[src/rtl/output_buffer.sv]
// Transmit-side output buffer: latches four lane results on a capture pulse and streams
// them off-chip as bytes over an 8-bit valid/ready link.
module output_buffer #(
    parameter int unsigned RES_W     = 16,
    parameter bit          MSB_FIRST = 1'b0
) (
    input  logic             CLKEXT,
    input  logic             CLR_BUF_OUT,
    input  logic             EN_BUF_OUT,
    input  logic [RES_W-1:0] RA,
    input  logic [RES_W-1:0] RB,
    input  logic [RES_W-1:0] RC,
    input  logic [RES_W-1:0] RD,
    output logic [7:0]       DOUT,
    output logic             DOUT_VALID,
    input  logic             DOUT_READY,
    output logic             BUSY,
    output logic             DONE,
    output logic             OVR
);

    localparam int unsigned BPL     = RES_W / 8;
    localparam int unsigned NBYTES  = 4 * BPL;
    localparam int unsigned IDX_W   = $clog2(NBYTES);
    localparam int unsigned FRAME_W = 4 * RES_W;
    localparam logic [IDX_W-1:0] LAST_IDX = IDX_W'(NBYTES - 1);

    typedef enum logic {
        StIdle,
        StSend
    } state_t;

    state_t             r_state;
    logic [FRAME_W-1:0] r_hold;
    logic [IDX_W-1:0]   r_idx;
    logic [7:0]         r_dout;
    logic               r_valid;
    logic               r_busy;
    logic               r_done;
    logic               r_ovr;

    logic [FRAME_W-1:0] w_frame_in;
    logic [IDX_W-1:0]   w_idx_nxt;
    logic [7:0]         w_first_byte;
    logic [7:0]         w_next_byte;
    logic               w_xfer;
    logic               w_last;

    // Lane A occupies the low bits so byte k lives in lane k/BPL.
    function automatic logic [7:0] f_byte(input logic [FRAME_W-1:0] frame,
                                          input logic [IDX_W-1:0]   idx);
        int unsigned        k;
        int unsigned        lane;
        int unsigned        pos;
        int unsigned        b;
        logic [FRAME_W-1:0] sh;
        k    = 32'(idx);
        lane = k / BPL;
        pos  = k % BPL;
        b    = lane * BPL + (MSB_FIRST ? (BPL - 1 - pos) : pos);
        sh   = frame >> (8 * b);
        return sh[7:0];
    endfunction

    assign w_frame_in   = {RD, RC, RB, RA};
    assign w_xfer       = r_valid & DOUT_READY;
    assign w_last       = (r_idx == LAST_IDX);
    assign w_idx_nxt    = r_idx + IDX_W'(1);
    assign w_first_byte = f_byte(w_frame_in, IDX_W'(0));
    assign w_next_byte  = f_byte(r_hold, w_idx_nxt);

    always_ff @(posedge CLKEXT or negedge CLR_BUF_OUT) begin
        if (!CLR_BUF_OUT) begin
            r_state <= StIdle;
            r_hold  <= '0;
            r_idx   <= '0;
            r_dout  <= '0;
            r_valid <= 1'b0;
            r_busy  <= 1'b0;
            r_done  <= 1'b0;
            r_ovr   <= 1'b0;
        end else begin
            r_done <= 1'b0;
            case (r_state)
                StIdle: begin
                    if (EN_BUF_OUT) begin
                        r_hold  <= w_frame_in;
                        r_idx   <= '0;
                        r_dout  <= w_first_byte;
                        r_valid <= 1'b1;
                        r_busy  <= 1'b1;
                        r_state <= StSend;
                    end
                end
                StSend: begin
                    // Only the final-transfer edge may accept a new capture.
                    if (EN_BUF_OUT && !(w_xfer && w_last)) begin
                        r_ovr <= 1'b1;
                    end
                    if (w_xfer) begin
                        if (w_last) begin
                            r_done <= 1'b1;
                            if (EN_BUF_OUT) begin
                                r_hold <= w_frame_in;
                                r_idx  <= '0;
                                r_dout <= w_first_byte;
                            end else begin
                                r_idx   <= '0;
                                r_dout  <= '0;
                                r_valid <= 1'b0;
                                r_busy  <= 1'b0;
                                r_state <= StIdle;
                            end
                        end else begin
                            r_idx  <= w_idx_nxt;
                            r_dout <= w_next_byte;
                        end
                    end
                end
                default: begin
                    r_state <= StIdle;
                    r_valid <= 1'b0;
                    r_busy  <= 1'b0;
                    r_dout  <= '0;
                end
            endcase
        end
    end

    assign DOUT       = r_dout;
    assign DOUT_VALID = r_valid;
    assign BUSY       = r_busy;
    assign DONE       = r_done;
    assign OVR        = r_ovr;

endmodule

[config.mk]
export PLATFORM = sky130hd
export DESIGN_NAME = output_buffer
export DESIGN_NICKNAME = d
export VERILOG_FILES = /design/src/rtl/output_buffer.sv
export SDC_FILE = /design/constraint.sdc
export NUM_CORES = 1
export LEC_CHECK = 0
export ABC_AREA = 1
export CORE_MARGIN = 10
export CORE_UTILIZATION = 45
export DETAILED_ROUTE_END_ITERATION = 8
export PLACE_DENSITY_LB_ADDON = 0.25
export SYNTH_ARGS = -nofsm -noshare
export SYNTH_HDL_FRONTEND = slang
export SYNTH_SLANG_ARGS = --single-unit
[constraint.sdc]
create_clock -name CLKEXT -period 2.2 [get_ports CLKEXT]
set_input_delay 0.44 -clock CLKEXT [delete_from_list [all_inputs] [get_ports CLKEXT]]
set_output_delay 0.44 -clock CLKEXT [all_outputs]
set_load 0.03 [all_outputs]
; Word-level counts from Yosys, hierarchy flattened
; Cells that the tools add are included.
[word_totals]
mem_bits_rw = 0
mem_bits_ro = 0
in_bits = 68
mem_count = 0
ff_bits = 79
word_cells = 49
latchBits = 0
[op_classes]
reduce_logical = 7
n_eq_ne = 5
shifts = 1
n_addsub = 2
mux = 25
n_bitwise = 2
n_lt_le_gt_ge = 0
multipliers = 0
n_div = 0
[ops]
columns = cell, n
row1 = 64-bit two-way mux, 3
row2 = 64-bit one-hot mux with 2 select lines, 1
row3 = 64-bit by 7-bit right shift with 8-bit output, 1
row4 = 8-bit two-way mux, 4
row5 = 8-bit one-hot mux with 2 select lines, 1
row6 = 1-bit two-way mux, 10
row7 = 3-bit two-way mux, 3
row8 = 3-bit one-hot mux with 2 select lines, 1
row9 = 2-bit AND reduction, 3
row10 = 3-bit by 1-bit adder with 4-bit output, 1
row11 = "2-bit by 1-bit != test with 1-bit output, second input constant", 2
row12 = "2-bit != test, second input constant", 2
row13 = 1-bit one-hot mux with 2 select lines, 2
row14 = 4-bit AND reduction, 1
row15 = "3-bit by 1-bit adder with 3-bit output, second input constant", 1
row16 = "3-bit == test, second input constant", 1
row17 = 1-bit logical AND, 2
row18 = 1-bit bitwise AND, 1
row19 = 1-bit logical NOT, 1
row20 = 1-bit NOT, 1

; Longest topological paths before layout
[depth]
word_depth = 6
ltp_mapped = 8

; Worst setup path after synthesis
; No wires, ideal clock.
[synth_path]
path_type = reg2reg
start = register r_idx[0]
end = register r_dout[0] (netlist: DOUT[0])
period_less_slack_ns = 1.679
setup_ns = 0.077
n_path_buf = 1
slack_ns = 0.521
required_ns = 2.123
arrival_time_ns = 1.602
stages_incl_launch_ff = 8
cell_sequence = dfrtp_1 > ha_1 > ha_1 > clkbuf_1 > clkinv_1 > nand3_1 > nand3_1 > a21oi_1
[synth_between]
elab_chain_len = 6
[synth_lines]
columns = item, line_no
row1 = "start, declared", 35  ; logic [IDX_W-1:0] r_idx;
row2 = "start signal, assigned", 115  ; r_idx <= w_idx_nxt;
row3 = 3-bit by 1-bit adder with 3-bit output, 68  ; assign w_idx_nxt = r_idx + IDX_W'(1);
row4 = 3-bit by 1-bit adder with 4-bit output, 60  ; b = lane * BPL + (MSB_FIRST ? (BPL - 1 - pos) : pos);
row5 = 64-bit by 7-bit right shift with 8-bit output, 61  ; sh = frame >> (8 * b);
row6 = 8-bit two-way mux (*), 101  ; if (w_last) begin
row7 = 8-bit two-way mux (*), 100  ; if (w_xfer) begin
row8 = 8-bit one-hot mux with 2 select lines (*), 84  ; case (r_state)
row9 = "end signal, assigned", 89  ; r_dout <= w_first_byte;
row10 = "end signal, assigned", 106  ; r_dout <= w_first_byte;
row11 = "end signal, assigned", 116  ; r_dout <= w_next_byte;
row12 = "end, declared", 36  ; logic [7:0] r_dout;
; Every way passes the cells marked *; elsewhere a longest branch is shown, timed or not. The select of a mux whose other input is x is not followed.
; A chain may end at the register's enable or synchronous reset.

; Worst setup path in the final report
; Ends and elaborated chain as after synthesis.

==> results <==
- Along the worst path, the maximum fanout reaches 9.
- The synthesized netlist devotes between 10% and 20% of its cell area to compound gates.
- The post-cts repair resize count is 0.
- The share of total power in combinational logic is a little under half.
- The core footprint is approximately 8000 um^2.
- The capture instance of the worst register-to-register path is DOUT[0].
- The detailed-route wire length is 9700 um.
- Summing the areas of all fa, ha and maj instances in the mapped netlist gives less than 1% of the synthesized area.
- The fraction of synthesized cell area taken by the top area cell type is between 50% and 60%.
- The run finished with clean final reports.
- The ratio of cells with drive above 1 in the final layout is around 4.8%.
- The first detailed-routing pass ran for 5 iterations.
- The net count after synthesis is 560.
- The power per cell area is ~1400 nW/um^2.
- After synthesis the cells add up to about 3800 um^2.
- The data arrival time of the critical path is 2.20 ns.
- In this run the cell area measured after placement is ~4700 um^2.
- On the final layout, the worst clock skew is slightly below 0.006 ns.
- The xor and xnor fraction of the mapped netlist area is 0%.
- For the worst setup path, the data required time is 2.47 ns.
- After technology mapping, the gate count stands at around 490.
- Max-cap violations in this run came to 0.
- The highest ir drop seen on vdd is 0.582 mV.
- TritonCTS created 9 clock buffers.
- In this run switching power makes up 39.7% of total power.
- The number of remaining DRC errors is 0.
- The sum of net half-perimeters after detailed placement is 7000 um.
- The number of clock sinks is a little under 80.
- The setup violation total in the final timing report is 0.
- The count of vias placed by the detailed router is approximately 3,200.
- The post-route core utilization is between 50% and 60%.
- The number of hold-repair buffers added at the cts stage is 0.
- The die covers between 10,000 and 15,000 um^2.
- Setup total negative slack on the finished layout was measured at 0 ns.
- The wire length of the first global-routing pass is approximately 16,000 um.
- Registers are responsible for between 30 and 40% of the overall power.
- The total global routing overflow is 0.
- The cell internal power dissipation is roughly 4 mW.
- The maximum clock frequency is between 500 and 600 MHz.
- In this run the static leakage power is between 2 and 2.5 nW.
- In this run the deepest clock path goes through 2 buffers.
- Each instance of the synthesized netlist takes up on average 7.74 um^2.
- At the pin with the least slew margin, the transition time is about 0.60 ns.
- The final estimated routing congestion in global placement is around 0.83.
- In the synthesized netlist, mux cells make up 0% of the area.
- The largest area contributor in the netlist is sky130_fd_sc_hd__dfrtp_1.
- Of the available clock period, the critical path in the final layout requires slightly below 90%.
- The row count is 33.
- Counting cells, the worst reg-to-reg path comes to 6.
- The floorplan step set the die height to roughly 110 um.
- The slack of the worst reg-to-reg path is around 0.28 ns.
- The total global routing track utilization is around 15%.
- The launching element type of the critical path is a register.
- The max-slew violation count came to 0.
- The tree is rooted in a sky130_fd_sc_hd__clkbuf_8.
- Clock latency on the worst-skew pair, taken at its later pin, is 0.35 ns.
- Hold is met by ~0.043 ns.
- Setup repair after global routing left no endpoint under its margin.
- The worst slew margin relative to its limit is roughly three fifths.
- The die outline width is 112 um.
- Clock-pin slew was measured on the worst setup and hold paths at approximately 0.080 ns.
- The number of antenna violations at the first check in global routing is 0.
- The share of synthesized area occupied by flip-flops and latches is 52.2%.
- The DRC marker count from the first detailed-route iteration is about 190.
- The number of buffers added on ports is between 70 and 80.
- The via count of the first global-routing pass is 3,256.
- The post-synthesis cell type count is 20.
- The repair_antennas step left the layout with diodes totalling 0.
- The worst reg2reg path startpoint is r_idx[0].
- The finished cells cover a little under 5000 um^2.
- The starting utilization of the core area is 46.1%.
- The time the worst path needs with I/O delays and setup is around 1.9 ns.
- The number of register bits inferred by synthesis is slightly below 80.
- The clock network fraction of total power is a little under a fifth.
- Compared with the post-synthesis result, the final layout area differs by 29.4%.
- After synthesis, the largest family of logic cells by area is simple AND/OR/NAND/NOR gates.
- The switching power of the nets is between 2 and 3 mW.
- The synthesized-area fraction occupied by and/or/nand/nor cells is between 20% and 30%.
- For this run, the number of Yosys warnings is 0.
- STA classifies the critical path endpoint as a register.
- In this run the number of H-tree levels came out at 3.
- The number of routed nets with antenna violations is 0.
- Entering global routing, the biggest net connects 72 pins.
- In this run the post-CTS setup repair buffer count came out at 0.
- In the routed layout, each cell is associated on average with a via count of a little under 5.
- The count of endpoints failing hold in the final timing report came to 0.
- The kind of critical path is reg2reg.
- The number of top-level design ports is 80.
- The CTS tree is done.
- The average wire length per cell after detail routing is roughly 15 um.
- The path class of the lowest-slack min-delay path is in2async.
- By area the synthesized netlist is led by sky130_fd_sc_hd__dfrtp_1, sky130_fd_sc_hd__nand2_1, sky130_fd_sc_hd__o21ai_0.
- The final layout net count is 630.
## layer usage
metal,GRT usage [%],vias to the layer above,routed length (um)
met2,25.5,85,4770
met3,3.86,8,407
met4,3.51,0,91
met1,19.6,1504,4430
li1,-,1650,-
met5,0,-,0
## layout by cell type (no fill, tap or decap)
master and instances:
sky130_fd_sc_hd__inv_2 1, sky130_fd_sc_hd__nand2_2 1, sky130_fd_sc_hd__buf_4 6, sky130_fd_sc_hd__o21ai_0 68
sky130_fd_sc_hd__o21bai_1 1, sky130_fd_sc_hd__clkbuf_8 10, sky130_fd_sc_hd__inv_1 83, sky130_fd_sc_hd__ha_1 3
sky130_fd_sc_hd__dfrtp_1 79, sky130_fd_sc_hd__a211oi_4 1, sky130_fd_sc_hd__nand3_1 60, sky130_fd_sc_hd__nor2_1 9
sky130_fd_sc_hd__nor2_2 1, sky130_fd_sc_hd__clkinv_2 1, sky130_fd_sc_hd__clkinv_1 2, sky130_fd_sc_hd__clkdlybuf4s50_1 78
sky130_fd_sc_hd__bufinv_16 3, sky130_fd_sc_hd__buf_12 3, sky130_fd_sc_hd__o21ai_1 6, sky130_fd_sc_hd__nand2_1 135
sky130_fd_sc_hd__a21oi_1 10, sky130_fd_sc_hd__a41oi_1 1
## metrics by stage
step / worst slack [ns] / instances / power, mW
2_1_floorplan: 0.521 / 489 / 4.41
3_3_place_gp: 0.237 / 653 / 5.34
3_5_place_dp: 0.196 / 653 / 5.43
4_1_cts: 0.288 / 667 / 6.72
5_1_grt: 0.162 / 667 / 7.20
6_report: 0.278 / 667 / 6.68
## cells by family (layout without fill, tap and decap cells)
family | count (synthesis) | count (layout)
flip-flops | 79 | 79
adder cells (fa/ha/maj) | 3 | 3
AND/OR/NAND/NOR | 206 | 206
AO/OA/AOI/OAI | 87 | 87
buffers and inverters | 114 | 187
## sequential cells by signal (all words and copies together) (netlist names)
name,count
DOUT,8
DONE,1
r_state,1
r_hold,64
BUSY,1
OVR,1
r_idx,3
## cell usage after synthesis (all sizes together)
cell,count
nand2,136
inv,84
dfrtp,79
o21ai,74
nand3,60
buf,25
a21oi,10
nor2,10
clkbuf,3
ha,3
clkinv,2
a211oi,1
a41oi,1
o21bai,1
## worst max-delay path, stage by stage (launching register included)
cell and delay, ns:
sky130_fd_sc_hd__dfrtp_1 0.38, sky130_fd_sc_hd__ha_1 0.21, sky130_fd_sc_hd__ha_1 0.44, sky130_fd_sc_hd__clkinv_1 0.33, sky130_fd_sc_hd__nand3_1 0.22, sky130_fd_sc_hd__nand3_1 0.12, sky130_fd_sc_hd__a21oi_1 0.14
## area by class of cell
cell class,count,area (um^2)
Multi-Input combinational cell,296,1350
Clock buffer,10,138
Timing Repair Buffer,87,886
Fill cell,760,3320
Clock inverter,4,95.1
Tap cell,105,131
Inverter,86,323
Sequential cell,79,1980
## worst max path at each step
stage | from | to | slack, ns | depth (start not counted)
3_3_place_gp | EN_BUF_OUT | r_hold[45] | 0.24 | 6
3_5_place_dp | EN_BUF_OUT | r_hold[27] | 0.20 | 5
6_report | r_idx[0] | DOUT[0] | 0.28 | 6
2_1_floorplan | r_idx[0] | DOUT[0] | 0.52 | 7
5_1_grt | r_idx[0] | DOUT[6] | 0.16 | 6
4_1_cts | BUSY | DOUT_VALID | 0.29 | 1
## power by group through the flow
| stage | registers, mW | logic [mW] | clock network [mW] |
|---|---|---|---|
| 6_report | 2.37 | 3.03 | 1.28 |
| 5_1_grt | 2.44 | 3.40 | 1.36 |
| 4_1_cts | 2.38 | 3.05 | 1.29 |
| 3_5_place_dp | 2.40 | 3.03 | 0 |
| 3_3_place_gp | 2.38 | 2.96 | 0 |
| 2_1_floorplan | 2.50 | 1.91 | 0 |
Note: power is estimated with default switching activity, not from simulation.
==> edit 1, RTL diff (config.mk and constraints unchanged) <==
The parameter `RES_W` goes from 16 to 8.
--- a/src/rtl/output_buffer.sv
+++ b/src/rtl/output_buffer.sv
@@ -1,7 +1,7 @@
 // Transmit-side output buffer: latches four lane results on a capture pulse and streams
 // them off-chip as bytes over an 8-bit valid/ready link.
 module output_buffer #(
-    parameter int unsigned RES_W     = 16,
+    parameter int unsigned RES_W     = 8,
     parameter bit          MSB_FIRST = 1'b0
 ) (
     input  logic             CLKEXT,
Interface: changed (resized RA, RB, RC and RD); port bits go from 80 to 48. The function was not compared with the original's and may differ.
==> edit 1 against the original RTL <==
  * Core utilization down 0.078 points
  * Cell area down 43%
  * Die area down 35%
  * First-iteration DRC count down 18%
  * Area after synthesis down 42%
  * Sequential cell count down 33
  * Total power down 44%
  * Combinational power down 38%
  * Worst setup slack better by 0.080 ns
  * Via count down 41%
  * Clock power down 62%
  * Register-to-register slack better by 0.18 ns
  * Routed wire length down 46%
  * Non-clock buffer count down 37
==> edit 1: results (changes against the original RTL) <==
Setup path
  – Reg2reg end: DOUT[4]$_DFFE_PN0P_ (was DOUT[0]$_DFFE_PN0P_)
  – Critical-path maximum fanout: 5 (was 9)
  – Worst setup path end: BUSY (was DOUT[0]$_DFFE_PN0P_)
  – Crit-path slowest cell: clkdlybuf4s50_1 (was ha_1)
  – Crit path largest cell delay: 0.69 ns (was 0.44 ns)
  – Crit path from: BUSY$_DFFE_PN0P_ (was r_idx[0]$_DFFE_PN0P_)
  – CP top delay family: buffers and inverters (was adder cells)

Clocking
  – CTS Buf Count: 5 (was 9)
  – H-tree depth: 2 (was 3)

Drt
  – Initial drt markers: 157 (was 191)
  – DR pass1 iterations: 4 (was 5)
  – DR vias/cell: 4.82 (was 4.87)

Placement
  – Placed insts: 392 (was 653)
  – Place WS: 0.394 ns (was 0.196 ns)
  – PortBufs: 47 (was 79)
  – Cell Area, Placed: 0.00274 mm^2 (was 0.00466 mm^2)
  – HPWL Detailed: 3830 um (was 7000 um)
  – Routability cong.: 0.797 (was 0.833)

Finish
  – Fill cells: 438 (was 760)
  – Max FFs per register: 32 (was 64)
  – Layout cell share with drive strength beyond 1: 4.22% (was 4.80%)
  – Non-filler cells, final: 399 (was 667)

Global route
  – Met3 GRT Util: 3.33% (was 3.86%)
  – Largest net degree at the start of global routing: 65 (was 72)
  – GRT Resource Usage Total: 13.1% (was 15.4%)
  – Grt met1 use: 15.9% (was 19.6%)

STA
  – Skew final: 0.00744 ns (was 0.00587 ns)
  – Max transition margin: 62.6% (was 60.1%)
  – WHS: 0.128 ns (was 0.0435 ns)

Synth
  – Mapped Nets: 325 (was 560)
  – Yosys cell types: 18 (was 20)

Power and ir drop
  – Leakage power: 1.38 nW (was 2.36 nW)
  – Clock power frac: 12.9% (was 19.2%)

Status
  – Status: completed (unchanged)
[edit 1: cell types whose count changed after synthesis, moves of 3 or more]
cell / unedited run / this run
buf_2: 20 / 7
buf_4: 4 / 1
clkbuf_1: 3 / 0
clkbuf_2: 0 / 3
dfrtp_1: 79 / 46
inv_1: 83 / 43
nand2_1: 135 / 95
nand3_1: 60 / 27
o21ai_0: 68 / 32
o21ai_1: 6 / 2
[edit 1: cells by family (layout without fill, tap and decap cells)]
| family | Yosys count | in the layout | synth area share (%) |
|---|---|---|---|
| buffers and inverters | 59 | 104 | 11.1 |
| and+or+nand+nor | 134 | 134 | 24.5 |
| AOI/OAI and AO/OA | 46 | 46 | 11.1 |
| DFF | 46 | 46 | 52.2 |
| adders and majority gates | 2 | 2 | 1.13 |
[edit 1: final cells by class]
class	count	area, um^2	area share [%]
Clock buffer	7	76.3	2.71
Tap cell	67	83.8	2.98
Sequential cell	46	1150	40.9
Timing Repair Buffer	50	513	18.2
Inverter	47	176	6.28
Multi-Input combinational cell	182	811	28.8
